`src/rtl/gnn_result_collector_if.sv`:
```
// Handshake and result bus between the GNN accelerator/host and the collector.
// The master side is the collector; the slave side is the host/accelerator.
interface gnn_result_collector_if #(
  parameter int DATA_W = 21,
  parameter int NSLOT  = 8,
  parameter int IW     = 3
);
  logic                    start;
  logic                    in_ready;
  logic [NSLOT*DATA_W-1:0] res_data;
  logic [NSLOT-1:0]        res_strobe;
  logic                    m_valid;
  logic                    m_ready;
  logic [DATA_W-1:0]       m_data;
  logic [IW-1:0]           m_idx;
  logic                    m_last;
  logic                    busy;
  logic                    done;
  logic                    timeout_err;

  modport master (
    input  start,
    input  res_data,
    input  res_strobe,
    input  m_ready,
    output in_ready,
    output m_valid,
    output m_data,
    output m_idx,
    output m_last,
    output busy,
    output done,
    output timeout_err
  );

  modport slave (
    output start,
    output res_data,
    output res_strobe,
    output m_ready,
    input  in_ready,
    input  m_valid,
    input  m_data,
    input  m_idx,
    input  m_last,
    input  busy,
    input  done,
    input  timeout_err
  );
endinterface

```
`src/rtl/gnn_result_collector.sv`:
```
// Launches a GNN inference, captures per-slot results on strobes,
// then drains them as an indexed valid/ready stream with hang timeout.
module gnn_result_collector #(
  parameter int DATA_W        = 21,
  parameter int NUM_NODES     = 4,
  parameter int OUTS_PER_NODE = 2,
  parameter int TIMEOUT       = 64,
  localparam int NSLOT = NUM_NODES * OUTS_PER_NODE,
  localparam int IW    = (NSLOT > 1) ? $clog2(NSLOT) : 1
) (
  input  logic clk,
  input  logic rst_n,
  gnn_result_collector_if.master bus
);

  localparam int TW = $clog2(TIMEOUT) + 1;

  typedef enum logic [1:0] {
    S_IDLE,
    S_LAUNCH,
    S_WAIT,
    S_DRAIN
  } state_t;

  state_t            r_state;
  state_t            w_nstate;
  logic [NSLOT-1:0]  r_mask;
  logic [NSLOT-1:0]  w_mask_nxt;
  logic [NSLOT-1:0]  w_cap;
  logic [TW-1:0]     r_timer;
  logic [IW-1:0]     r_ptr;
  logic              r_done;
  logic              r_terr;
  logic [DATA_W-1:0] r_slot [NSLOT];

  logic w_launch;
  logic w_in_wait;
  logic w_full;
  logic w_tmo;
  logic w_xfer;
  logic w_ptr_last;
  logic w_expire;
  logic w_to_drain;
  logic w_last_xfer;
  logic w_valid;

  assign w_launch   = (r_state == S_IDLE) && bus.start;
  assign w_in_wait  = (r_state == S_WAIT);
  assign w_cap      = bus.res_strobe & ~r_mask
                    & {NSLOT{w_in_wait}};
  assign w_mask_nxt = r_mask | w_cap;
  assign w_full     = &w_mask_nxt;
  assign w_tmo      = (r_timer == TW'(TIMEOUT - 1));
  assign w_valid    = (r_state == S_DRAIN);
  assign w_xfer     = w_valid && bus.m_ready;
  assign w_ptr_last = (r_ptr == IW'(NSLOT - 1));

  always_comb begin
    w_nstate    = r_state;
    w_expire    = 1'b0;
    w_to_drain  = 1'b0;
    w_last_xfer = 1'b0;
    unique case (r_state)
      S_IDLE: begin
        if (bus.start) w_nstate = S_LAUNCH;
      end
      S_LAUNCH: begin
        w_nstate = S_WAIT;
      end
      S_WAIT: begin
        // completion takes priority over expiry on the same edge
        if (w_full) begin
          w_nstate   = S_DRAIN;
          w_to_drain = 1'b1;
        end else if (w_tmo) begin
          w_nstate = S_IDLE;
          w_expire = 1'b1;
        end
      end
      S_DRAIN: begin
        if (w_xfer && w_ptr_last) begin
          w_nstate    = S_IDLE;
          w_last_xfer = 1'b1;
        end
      end
      default: w_nstate = S_IDLE;
    endcase
  end

  always_ff @(posedge clk or negedge rst_n) begin
    if (!rst_n) begin
      r_state <= S_IDLE;
      r_mask  <= '0;
      r_timer <= '0;
      r_ptr   <= '0;
      r_done  <= 1'b0;
      r_terr  <= 1'b0;
    end else begin
      r_state <= w_nstate;
      r_done  <= w_last_xfer;
      if (w_launch) begin
        r_mask  <= '0;
        r_timer <= '0;
        r_terr  <= 1'b0;
      end else if (w_in_wait) begin
        r_mask  <= w_mask_nxt;
        r_timer <= r_timer + TW'(1);
      end
      if (w_expire) r_terr <= 1'b1;
      if (w_to_drain) begin
        r_ptr <= '0;
      end else if (w_xfer) begin
        r_ptr <= r_ptr + IW'(1);
      end
    end
  end

  // first strobe per slot wins; later strobes on a captured slot are dropped
  always_ff @(posedge clk or negedge rst_n) begin
    if (!rst_n) begin
      for (int j = 0; j < NSLOT; j++) r_slot[j] <= '0;
    end else begin
      for (int j = 0; j < NSLOT; j++) begin
        if (w_cap[j]) r_slot[j] <= bus.res_data[j*DATA_W +: DATA_W];
      end
    end
  end

  assign bus.in_ready    = (r_state == S_LAUNCH);
  assign bus.busy        = (r_state != S_IDLE);
  assign bus.m_valid     = w_valid;
  assign bus.m_data      = w_valid ? r_slot[r_ptr] : '0;
  assign bus.m_idx       = w_valid ? r_ptr : '0;
  assign bus.m_last      = w_valid && w_ptr_last;
  assign bus.done        = r_done;
  assign bus.timeout_err = r_terr;

endmodule

```
`src/flat_wrapper.sv`:
```
// flat-port wrapper written by rule: the top's interface ports become plain ports
module gnn_result_collector_flat 
#(
  parameter int DATA_W        = 21,
  parameter int NUM_NODES     = 4,
  parameter int OUTS_PER_NODE = 2,
  parameter int TIMEOUT       = 64,
  localparam int NSLOT = NUM_NODES * OUTS_PER_NODE,
  localparam int IW    = (NSLOT > 1) ? $clog2(NSLOT) : 1
)
  (clk, rst_n, bus_start, bus_res_data, bus_res_strobe, bus_m_ready, bus_in_ready, bus_m_valid, bus_m_data, bus_m_idx, bus_m_last, bus_busy, bus_done, bus_timeout_err);
  gnn_result_collector_if #(.DATA_W(DATA_W), .NSLOT((8)), .IW(3)) bus_i ();
  input  logic clk;
  input  logic rst_n;
  input wire logic [$bits(bus_i.start)-1:0] bus_start;
  input wire logic [$bits(bus_i.res_data)-1:0] bus_res_data;
  input wire logic [$bits(bus_i.res_strobe)-1:0] bus_res_strobe;
  input wire logic [$bits(bus_i.m_ready)-1:0] bus_m_ready;
  output wire logic [$bits(bus_i.in_ready)-1:0] bus_in_ready;
  output wire logic [$bits(bus_i.m_valid)-1:0] bus_m_valid;
  output wire logic [$bits(bus_i.m_data)-1:0] bus_m_data;
  output wire logic [$bits(bus_i.m_idx)-1:0] bus_m_idx;
  output wire logic [$bits(bus_i.m_last)-1:0] bus_m_last;
  output wire logic [$bits(bus_i.busy)-1:0] bus_busy;
  output wire logic [$bits(bus_i.done)-1:0] bus_done;
  output wire logic [$bits(bus_i.timeout_err)-1:0] bus_timeout_err;
  assign bus_i.start = bus_start;
  assign bus_i.res_data = bus_res_data;
  assign bus_i.res_strobe = bus_res_strobe;
  assign bus_i.m_ready = bus_m_ready;
  assign bus_in_ready = bus_i.in_ready;
  assign bus_m_valid = bus_i.m_valid;
  assign bus_m_data = bus_i.m_data;
  assign bus_m_idx = bus_i.m_idx;
  assign bus_m_last = bus_i.m_last;
  assign bus_busy = bus_i.busy;
  assign bus_done = bus_i.done;
  assign bus_timeout_err = bus_i.timeout_err;
  gnn_result_collector #(.DATA_W(DATA_W), .NUM_NODES(NUM_NODES), .OUTS_PER_NODE(OUTS_PER_NODE), .TIMEOUT(TIMEOUT)) u_core (.clk(clk), .rst_n(rst_n), .bus(bus_i));
endmodule
```
`config.mk`:
```
export PLATFORM = sky130hd
export DESIGN_NAME = gnn_result_collector_flat
export DESIGN_NICKNAME = d
export VERILOG_FILES = /design/src/rtl/gnn_result_collector_if.sv /design/src/rtl/gnn_result_collector.sv /design/src/flat_wrapper.sv
export SDC_FILE = /design/constraint.sdc
export NUM_CORES = 1
export LEC_CHECK = 0
export CAP_MARGIN = 20
export CORE_ASPECT_RATIO = 0.5
export CORE_MARGIN = 5
export CORE_UTILIZATION = 52
export DETAILED_ROUTE_END_ITERATION = 6
export PLACE_DENSITY = 0.83
export SLEW_MARGIN = 20
export SYNTH_ARGS = -nofsm -noshare
export SYNTH_HDL_FRONTEND = slang
export SYNTH_SLANG_ARGS = --single-unit
```
`constraint.sdc`:
```
create_clock -name clk -period 4.5 [get_ports clk]
set_input_delay 0.45 -clock clk [delete_from_list [all_inputs] [get_ports clk]]
set_output_delay 0.45 -clock clk [all_outputs]
set_load 0.01 [all_outputs]
```
Word level (Yosys, flattened, before mapping). Index checks and enable logic that the tools add are counted.

Register bits: 190. Logic and storage cells: 66.

Add/sub/neg operators: 2. Magnitude comparators: 1. Eq/ne operators: 8. Multiplexer cells: 25. Bitwise operators: 5. Reduce and logical (&&, ||, !) cells: 11.

Operator list (count): $bmux W21 S3 (1); $mux W21 (3); $and A8 B8 Y8 (2); $mux W8 (2); $mux W7 (2); $mux W1 (9); $mux W3 (3); $mux W2 (4); $not A8 Y8 (1); $or A8 B8 Y8 (1); $pmux W2 S4 (1); $reduce_and A8 Y1 (1); $reduce_bool A2 Y1 (4); $add A7 B1 Y7 const B (1); $eq A7 B6 Y1 const B (1); $eq A2 B2 Y1 const B (2); $ge A4 B4 Y1 const B (1); $logic_and A1 B1 Y1 (4); $ne A2 B2 Y1 const B (2); $not A3 Y4 (1); $add A3 B1 Y3 const B (1); $eq A3 B3 Y1 const B (1); $ne A3 B3 Y1 const B (1); $reduce_and A3 Y1 (1); other kinds (2) (2).

Longest topological paths before layout.
Depth after elaboration: 8. Depth in mapped cells: 7.

Worst setup path before layout. OpenSTA, ideal clock, no wires.

Path kind: register to output. Start point: reg u_core.r_ptr[0]. End point: out bus_m_data[10]. Arrival: 1.564 ns. Path slack: 2.486 ns. Cell stages (with the launch flop): 6. Path buffers: 2. Cells stage by stage: dfrtp_1 -> buf_2 -> buf_2 -> mux4_2 -> mux2i_1 -> nor2_1.

Cells in the longest elaborated chain, start to end: 5.

Ends and longest elaborated chain: start: declaration (line gnn_result_collector.sv:31) `logic [IW-1:0] r_ptr;`; start signal: assignment (line gnn_result_collector.sv:113) `r_ptr <= r_ptr + IW'(1);`; $not A3 Y4 (not written as such) (line gnn_result_collector.sv:132) `assign bus.m_data = w_valid ? r_slot[r_ptr] : '0;`; $bmux W21 S3 (line gnn_result_collector.sv:132); $mux W21 (not written as such) (2 in a row) (line gnn_result_collector.sv:132); $mux W21 (line gnn_result_collector.sv:132); end: declaration (line flat_wrapper.sv:21) `output wire logic [$bits(bus_i.m_data)-1:0] bus_m_data;`.

Every way passes these cells. The select of a mux whose other input is x is not followed.

Worst setup path after layout.
Start point: reg u_core.r_ptr[0]. End point: out bus_m_data[1].

Same word-level chain as after synthesis.

==> out/summary.txt <==
setup TNS = 0 ns
DRC = 0
via count of the routed design = 5635
Synth Warn # = 0
Hold Slack = 0.146 ns
max-slew violation count = 0
RSZ-0062 raised after global routing = no
full die area = 19400 um^2
Port-buffer cells = 209
Seq/Total Area, Yosys = 55.1%
worst-case clock buffer depth = 2
worst slew pin tran = 1.13 ns
Min-Delay Path Class = in2async
VDD IR max = 0.000365 V
metal2 WL = 11.4 mm
Total Routing Usage GR = 23.6%
CP Class = reg2out
via count of the first global-routing pass = 6232
Syn-to-layout area delta = 33.9%
Met3 Wirelength = 1.42 mm
Crit. End Element = output pin
max cap viols = 0
Worst EP required = 4.05 ns
global route total overflow = 0
Top FF cell, synth = dfrtp_1
Synthesized Nets = 750
total CTS buffers = 17
synthesized flop and latch total = 190
EDFF count, synth = 0
post-synth top area share = 55.1%
post-CTS sizing = 0
Final Skew = 0.00982 ns
antenna viol nets, final = 0
DP Worst Slack = 1.53 ns
initial DRC count = 199
Worst Reg2Reg Path Length in Cells = 5
Unique masters post-synth = 36
largest net degree at the start of global routing = 122
Syn Inst Count = 567
Placed Instances = 979
Synth async-reset ratio = 100%
final worst path period share = 74.7%
CP Depth = 4
global-route wire length before repair = 34.3 mm
utilization after layout = 70.8%
share of layout cells above drive strength 1 = 33.9%
DIE HEIGHT = 101 um
Worst-path clk slew = 0.07 ns
post-CTS setup buffers = 0
Via density = 5.57
# rows = 33
Setup Viol. Count Final = 0
Slew headroom = 24.7%
# fillers = 1089
dominant cells by area after synthesis = dfrtp_1 (55%), mux2_2 (22%), mux4_2 (11%)
CTS root buf = clkbuf_16
CP Max Fanout = 45
highest-count cells in the layout ignoring fill and taps = clkdlybuf4s50_1 (208), dfrtp_1 (188), mux2_2 (168)
initial antenna violation count = 4
mapped cell area = 8630 um^2
final std cells w/o fill = 1012
Sinks on Clock Net = 190
worst setup margin = 1.14 ns
Crit-path slowest cell = dfrtp_4
CTS tree = done
Cell Pwr Density = 634 nW/um^2
Initial Util = 52.9%
chip width = 192 um
core area = 16300 um^2
WL/cell = 22.1 um
CP bufs+invs = 1
Highest Signal Layer = met5
Static Leak = 4.90 nW
crit-path max cell delay = 1.05 ns
Top Ports = 210
min cycle time layout = 3.36 ns
dominant delay contributor by cell family on the critical path = flip-flops
post-synth top area cell = dfrtp_1
Detailed Place HPWL = 15.6 mm
final hold vios = 0
Synth Area per Inst = 15.2 um^2
met1 WL = 9.25 mm
worst path arrival time = 2.91 ns
fmax = 0.298 GHz
DRT Pass-1 Iters = 4
Clock Latency Late Sink = 0.43 ns
routed wire length = 22.4 mm
final net count = 954
most common cell after layout, fill and taps aside = clkdlybuf4s50_1
status = completed
Post-CTS Hold Buffers = 0
CP Cell Sequence = mux4_2, mux2i_1, nor2_1, clkdlybuf4s50_1
routability cong. = 0.818
startpoint types = flop
htree depth = 4
==> stage by stage <==
| stage | total power (W) | instance area [um^2] |
|---|---|---|
| final | 0.00732 | 11500 |
| after global routing | 0.00773 | 11500 |
| after CTS | 0.00738 | 11500 |
| after detailed placement | 0.00574 | 10900 |
| after global placement | 0.00561 | 10900 |
| after floorplan | 0.00463 | 8630 |
==> sequential cells by signal, summed over array words and instances, names as in the netlist <==
register and flops:
u_core.bus.done 1, u_core.bus.timeout_err 1, u_core.r_mask 8, u_core.r_ptr 3, u_core.r_slot 168, u_core.r_state 2, u_core.r_timer 7
==> cells in the mapped netlist (2+ instances only) <==
master and count:
a21oi_1 9, and2_1 2, and2b_1 3, and3_1 4, and3b_1 4, buf_1 2
buf_2 12, buf_4 11, clkbuf_1 9, dfrtp_1 190, ha_1 3, inv_1 4
mux2_2 168, mux2i_1 24, mux4_2 42, nand2_1 12, nand3_1 4, nor2_1 36
nor2b_1 2, o21a_1 4, o21ai_0 5, o22ai_2 2, o41ai_1 2
==> power by group <==
group,internal [W],switching [W]
Sequential,0.00245,0.000652
Clock,0.000921,0.000685
Combinational,0.00171,0.000892
Total,0.00509,0.00223
==> kinds of logic (layout without fill, tap and decap cells) <==
group | Yosys count | after routing | share of synthesized area, %
buffers and inverters | 39 | 256 | 2.44
muxes | 234 | 234 | 35.7
AOI/OAI and AO/OA | 26 | 26 | 2.02
adders and majority gates | 3 | 3 | 0.435
DFF | 190 | 190 | 55.1
and+or+nand+nor | 74 | 74 | 4.21
other | 0 | 1 | 0
xor gates and xnor gates | 1 | 1 | 0.102
==> worst paths after layout <==
| kind | from | to | slack [ns] |
|---|---|---|---|
| worst max register to register | u_core.r_state[1] | u_core.r_ptr[1] | 2.37 |
| worst min register to register | u_core.r_timer[5] | u_core.r_timer[5] | 0.50 |
| worst min-delay path | rst_n | u_core.bus.done | 0.15 |
| min in group clk | u_core.r_timer[5] | u_core.r_timer[5] | 0.50 |
| worst max-delay path | u_core.r_ptr[0] | bus_m_data[1] | 1.14 |
| max in group asynchronous | rst_n | u_core.r_slot[72] | 3.24 |
==> routing by layer <==
| metal | up-vias | global-route usage, % |
|---|---|---|
| met4 | 6 | 6.52 |
| li1 | 2518 | - |
| met1 | 2928 | 29.7 |
| met5 | - | 0 |
| met3 | 29 | 5.99 |
| met2 | 154 | 41.0 |
==> cell type report <==
cell class | instances | area (um^2) | share of cell area [%]
inverters | 4 | 15.0 | 0.130
diodes | 1 | 2.50 | 0.0217
flip-flops and latches | 190 | 4760 | 41.2
clock buffers | 20 | 457 | 3.96
well taps | 227 | 284 | 2.46
clock inverters | 12 | 169 | 1.46
repair buffers | 220 | 2180 | 18.9
multi-input cells | 338 | 3680 | 31.9
==> worst reg2reg max path: cells and delay by family, from the launching register on <==
family / cells / cell delay [ns]
multiplexers: 1 / 0.21
AND/OR/NAND/NOR: 3 / 1.12
flip-flops: 1 / 0.52
buffers and inverters: 1 / 0.17
(Power assumes the default switching activity.)
==> variant 1: new RTL, config.mk and constraints unchanged <==
`TIMEOUT` is set to 64 in 2 places; all go to 128.
--- a/src/rtl/gnn_result_collector.sv
+++ b/src/rtl/gnn_result_collector.sv
@@ -5,5 +5,5 @@
   parameter int NUM_NODES     = 4,
   parameter int OUTS_PER_NODE = 2,
-  parameter int TIMEOUT       = 64,
+  parameter int TIMEOUT       = 128,
   localparam int NSLOT = NUM_NODES * OUTS_PER_NODE,
   localparam int IW    = (NSLOT > 1) ? $clog2(NSLOT) : 1
--- a/src/flat_wrapper.sv
+++ b/src/flat_wrapper.sv
@@ -5,5 +5,5 @@
   parameter int NUM_NODES     = 4,
   parameter int OUTS_PER_NODE = 2,
-  parameter int TIMEOUT       = 64,
+  parameter int TIMEOUT       = 128,
   localparam int NSLOT = NUM_NODES * OUTS_PER_NODE,
   localparam int IW    = (NSLOT > 1) ? $clog2(NSLOT) : 1
Check against the original RTL: no difference found for any inputs over 10 cycles, from zero or initial values and one cycle with rst_n low; that may be too few to reach the edited logic, so the function may still have changed.
==> variant 1 against the unedited design <==
  * Highest routed layer unchanged
  * Via count decreased by 0.25%
  * Cell area increased by 0.76%
  * Combinational power increased by 7%
  * Synthesized area increased by 0.52%
  * Worst hold slack got worse by 0.020 ns
  * Utilization increased by 0.36 points
  * Worst setup slack got worse by 0.017 ns
  * Sequential cell count increased by 1
  * Total power increased by 3.8%
  * Critical endpoint is now bus_m_data[14]
  * Routed wire length decreased by 0.87%
==> variant 1: results (changes against the unedited design) <==
| Metric | Value |
|---|---|
| Status | finished, final reports clean (unchanged) |
| Max incr delay on CP | 1.03 ns (was 1.05 ns) |
| Sequential group power | 0.00317 W (was 0.00311 W) |
| Global-route usage over all layers | 0.235 (was 0.236) |
| Syn_nets | 755 (was 750) |
| Wl on met1 | 8.98 mm (was 9.25 mm) |
| Met1 global-route usage | 0.299 (was 0.297) |
| Global placement routability congestion | 0.808 (was 0.818) |
| Synth Area in Compound Gates | 0.0208 (was 0.0202) |
| Wire length on met3 | 1.38 mm (was 1.42 mm) |
| Post-synth top cells | 191 x dfrtp_1, 168 x mux2_2, 42 x mux4_2, 29 x nor2_1, 25 x mux2i_1 (was 190 x dfrtp_1, 168 x mux2_2, 42 x mux4_2, 36 x nor2_1, 24 x mux2i_1) |
| Leak pwr | 4.84 nW (was 4.90 nW) |
| WL/cell | 21.9 um (was 22.1 um) |
| Vias in the first global route | 6252 (was 6232) |
| Period minus WS final | 3.38 ns (was 3.36 ns) |
| Nets | 959 (was 954) |
| Crit path DAT | 2.93 ns (was 2.91 ns) |
| Worst vdd ir | 0.000437 V (was 0.000365 V) |
| Met2 wire len | 11.5 mm (was 11.4 mm) |
| Final clock skew | 0.0175 ns (was 0.00982 ns) |
| Post-synthesis mux area share | 0.356 (was 0.357) |
| XOR/XNOR Fraction of Synth Area | 0.00202 (was 0.00102) |
| Filler cell count | 1120 (was 1089) |
| Top cells by area, synth | dfrtp_1 55%, mux2_2 22%, mux4_2 11% (unchanged) |
| Via density | 5.53 (was 5.57) |
| Placed cell area | 11000 um2 (was 10900 um2) |
| Met2 GRT Util | 0.402 (was 0.410) |
| Dpl ws | 1.58 ns (was 1.53 ns) |
| Initial antenna violation count | 1 (was 4) |
| GRT met3 Usage | 0.0620 (was 0.0599) |
| Share of the yosys chip area belonging to registers | 0.551 (about the same) |
| 1st-iter DRT viols | 312 (was 199) |
| CP max stage cell | dfrtp_4 (unchanged) |
| Switching share of power | 0.298 (was 0.305) |
| Clock power share | 0.215 (was 0.219) |
| Largest net degree at the start of global routing | 118 (was 122) |
| Ant. Diodes | 0 (was 1) |
| Synth Area in Adders | 0.00433 (was 0.00435) |
| Worst Tran Pin Value | 1.04 ns (was 1.13 ns) |
| Synth cell types | 32 (was 36) |
[variant 1: cell count changes in the layout (fill, tap and decap cells not counted), moves of 3 or more]
cell / unedited run / this run
nor2b_2: 2 / 7
inv_6: 6 / 2
nor2_1: 33 / 29
o21a_1: 4 / 8
and3b_2: 0 / 3
clkinv_4: 0 / 3
nor2_2: 3 / 0
nor4_1: 0 / 3
[variant 1: worst max-delay path by stage]
stage,startpoint,end
2_1_floorplan,u_core.r_ptr[0]$_DFFE_PN0P_,bus_m_data[10]
3_3_place_gp,u_core.r_ptr[0]$_DFFE_PN0P_,bus_m_data[2]
3_5_place_dp,u_core.r_ptr[0]$_DFFE_PN0P_,bus_m_data[2]
4_1_cts,u_core.r_ptr[0]$_DFFE_PN0P_,bus_m_data[14]
5_1_grt,u_core.r_ptr[0]$_DFFE_PN0P_,bus_m_data[14]
6_report,u_core.r_ptr[0]$_DFFE_PN0P_,bus_m_data[14]
[variant 1: through the flow]
step                      std cells  hold WS [ns]  total power, W  utilization
after floorplan                 572         0.154         0.00484            -
after global placement          984         0.464         0.00586        0.672
after detailed placement        984         0.490         0.00600        0.672
after CTS                      1016         0.185         0.00766        0.712
after global routing           1016         0.216         0.00802        0.712
final                          1016         0.126         0.00760        0.712
[variant 1: final cells by class]
type / instances / area (um2) / area share
timing repair buffer: 221 / 2190 / 0.188
multi-input combinational: 343 / 3730 / 0.321
clock inverter: 11 / 179 / 0.0154
clock buffer: 21 / 460 / 0.0396
inverter: 2 / 7.51 / 0.000645
sequential: 191 / 4780 / 0.411
tap: 227 / 284 / 0.0244
[variant 1: worst register-to-register path, delay by kind of cell (launching register included)]
kind                   cells  cell delay (ns)
and+or+nand+nor            2             0.92
DFF                        1             0.65
muxes                      1             0.37
buffers and inverters      1             0.35
==> variant 2: new RTL, config.mk and constraints unchanged <==
Without the edit above. Reset style: synchronous (`rst_n`), changed in 2 clocked blocks.
--- a/src/rtl/gnn_result_collector.sv
+++ b/src/rtl/gnn_result_collector.sv
@@ -88,5 +88,5 @@
   end
 
-  always_ff @(posedge clk or negedge rst_n) begin
+  always_ff @(posedge clk) begin
     if (!rst_n) begin
       r_state <= S_IDLE;
@@ -117,5 +117,5 @@
 
   // first strobe per slot wins; later strobes on a captured slot are dropped
-  always_ff @(posedge clk or negedge rst_n) begin
+  always_ff @(posedge clk) begin
     if (!rst_n) begin
       for (int j = 0; j < NSLOT; j++) r_slot[j] <= '0;
Check against the original RTL: differs if rst_n is asserted again (counterexample within 4 cycles, from zero or initial values and one cycle with rst_n low); with rst_n held inactive, the same outputs for 4 cycles.
==> variant 2 against the unedited design <==
  * Worst setup slack got worse by 0.068 ns
  * Sequential cell count rose by 3
  * Cell area fell by 0.23%
  * Critical endpoint is now bus_m_data[2]
  * Synthesized area fell by 0.35%
  * Critical path depth rose by 1
  * Routed wire length rose by 0.31%
Power is not compared: it rests on default switching activity, and its combinational part moved more than twofold at a synthesized area within 25%.
==> variant 2: results (changes against the unedited design) <==
| Metric | Value |
|---|---|
| First-pass GRT wire length | 33.7 mm (was 34.3 mm) |
| DR top layer | met4 (was met5) |
| Buffers, non-clock | 229 (was 220) |
| Synth Area in Adders | 0.00437 (was 0.00435) |
| Share of cells above drive strength 1 | 0.125 (was 0.339) |
| R2R Path End | u_core.r_slot[3][1]$_SDFFCE_PN0P_ (was u_core.r_ptr[1]$_DFFE_PN0P_) |
| Global-route usage over all layers | 0.236 (about the same) |
| Ys async rst share | 0 (was 1.00) |
| Met2 GRT Util | 0.426 (was 0.410) |
| Filler cell count | 1054 (was 1089) |
| Post-synth top cells | 169 x and2_1, 168 x edfxtp_1, 43 x nor2_1, 42 x mux4_2, 30 x clkbuf_1 (was 190 x dfrtp_1, 168 x mux2_2, 42 x mux4_2, 36 x nor2_1, 24 x mux2i_1) |
| Inverters | 3 (was 4) |
| Status | finished, final reports clean (unchanged) |
| Layout clock buffers | 21 (was 20) |
| Syn_nets | 769 (was 750) |
| Worst flop-to-flop path startpoint | u_core.r_state[1]$_SDFFE_PN0P_ (was u_core.r_state[1]$_DFFE_PN0P_) |
| Final clock skew | 0.0116 ns (was 0.00982 ns) |
| WL/cell | 21.8 um (was 22.1 um) |
| Post-synthesis mux area share | 0.137 (was 0.357) |
| Placed cell area | 11000 um2 (was 10900 um2) |
| Finished Cell Area | 11500 um2 (about the same) |
| Synth cell types | 35 (was 36) |
| Initial antenna violation count | 0 (was 4) |
| Post-DP HPWL | 16.4 mm (was 15.6 mm) |
| Seq cells | 193 (was 190) |
| Sequential share of cell area | 0.482 (was 0.412) |
[variant 2: where the power goes]
part	leakage, nW	total [W]	switching, W	internal (W)
combinational	1.95	0.000362	0.000143	0.000219
sequential	1.94	0.00209	0.0000399	0.00205
clock	0.228	0.00134	0.000638	0.000699
[variant 2: stage by stage]
| stage | hold slack [ns] | total power [W] | setup WS (ns) | util | std cells |
|---|---|---|---|---|---|
| floorplan | 0.449 | 0.00224 | 1.60 | - | 586 |
| finish | 0.476 | 0.00379 | 1.07 | 0.706 | 1033 |
| CTS | 0.479 | 0.00380 | 1.01 | 0.705 | 1032 |
| detailed placement | 0.461 | 0.00249 | 1.47 | 0.674 | 1001 |
| global placement | 0.441 | 0.00248 | 1.53 | 0.673 | 1001 |
| global route | 0.516 | 0.00391 | 0.843 | 0.706 | 1033 |
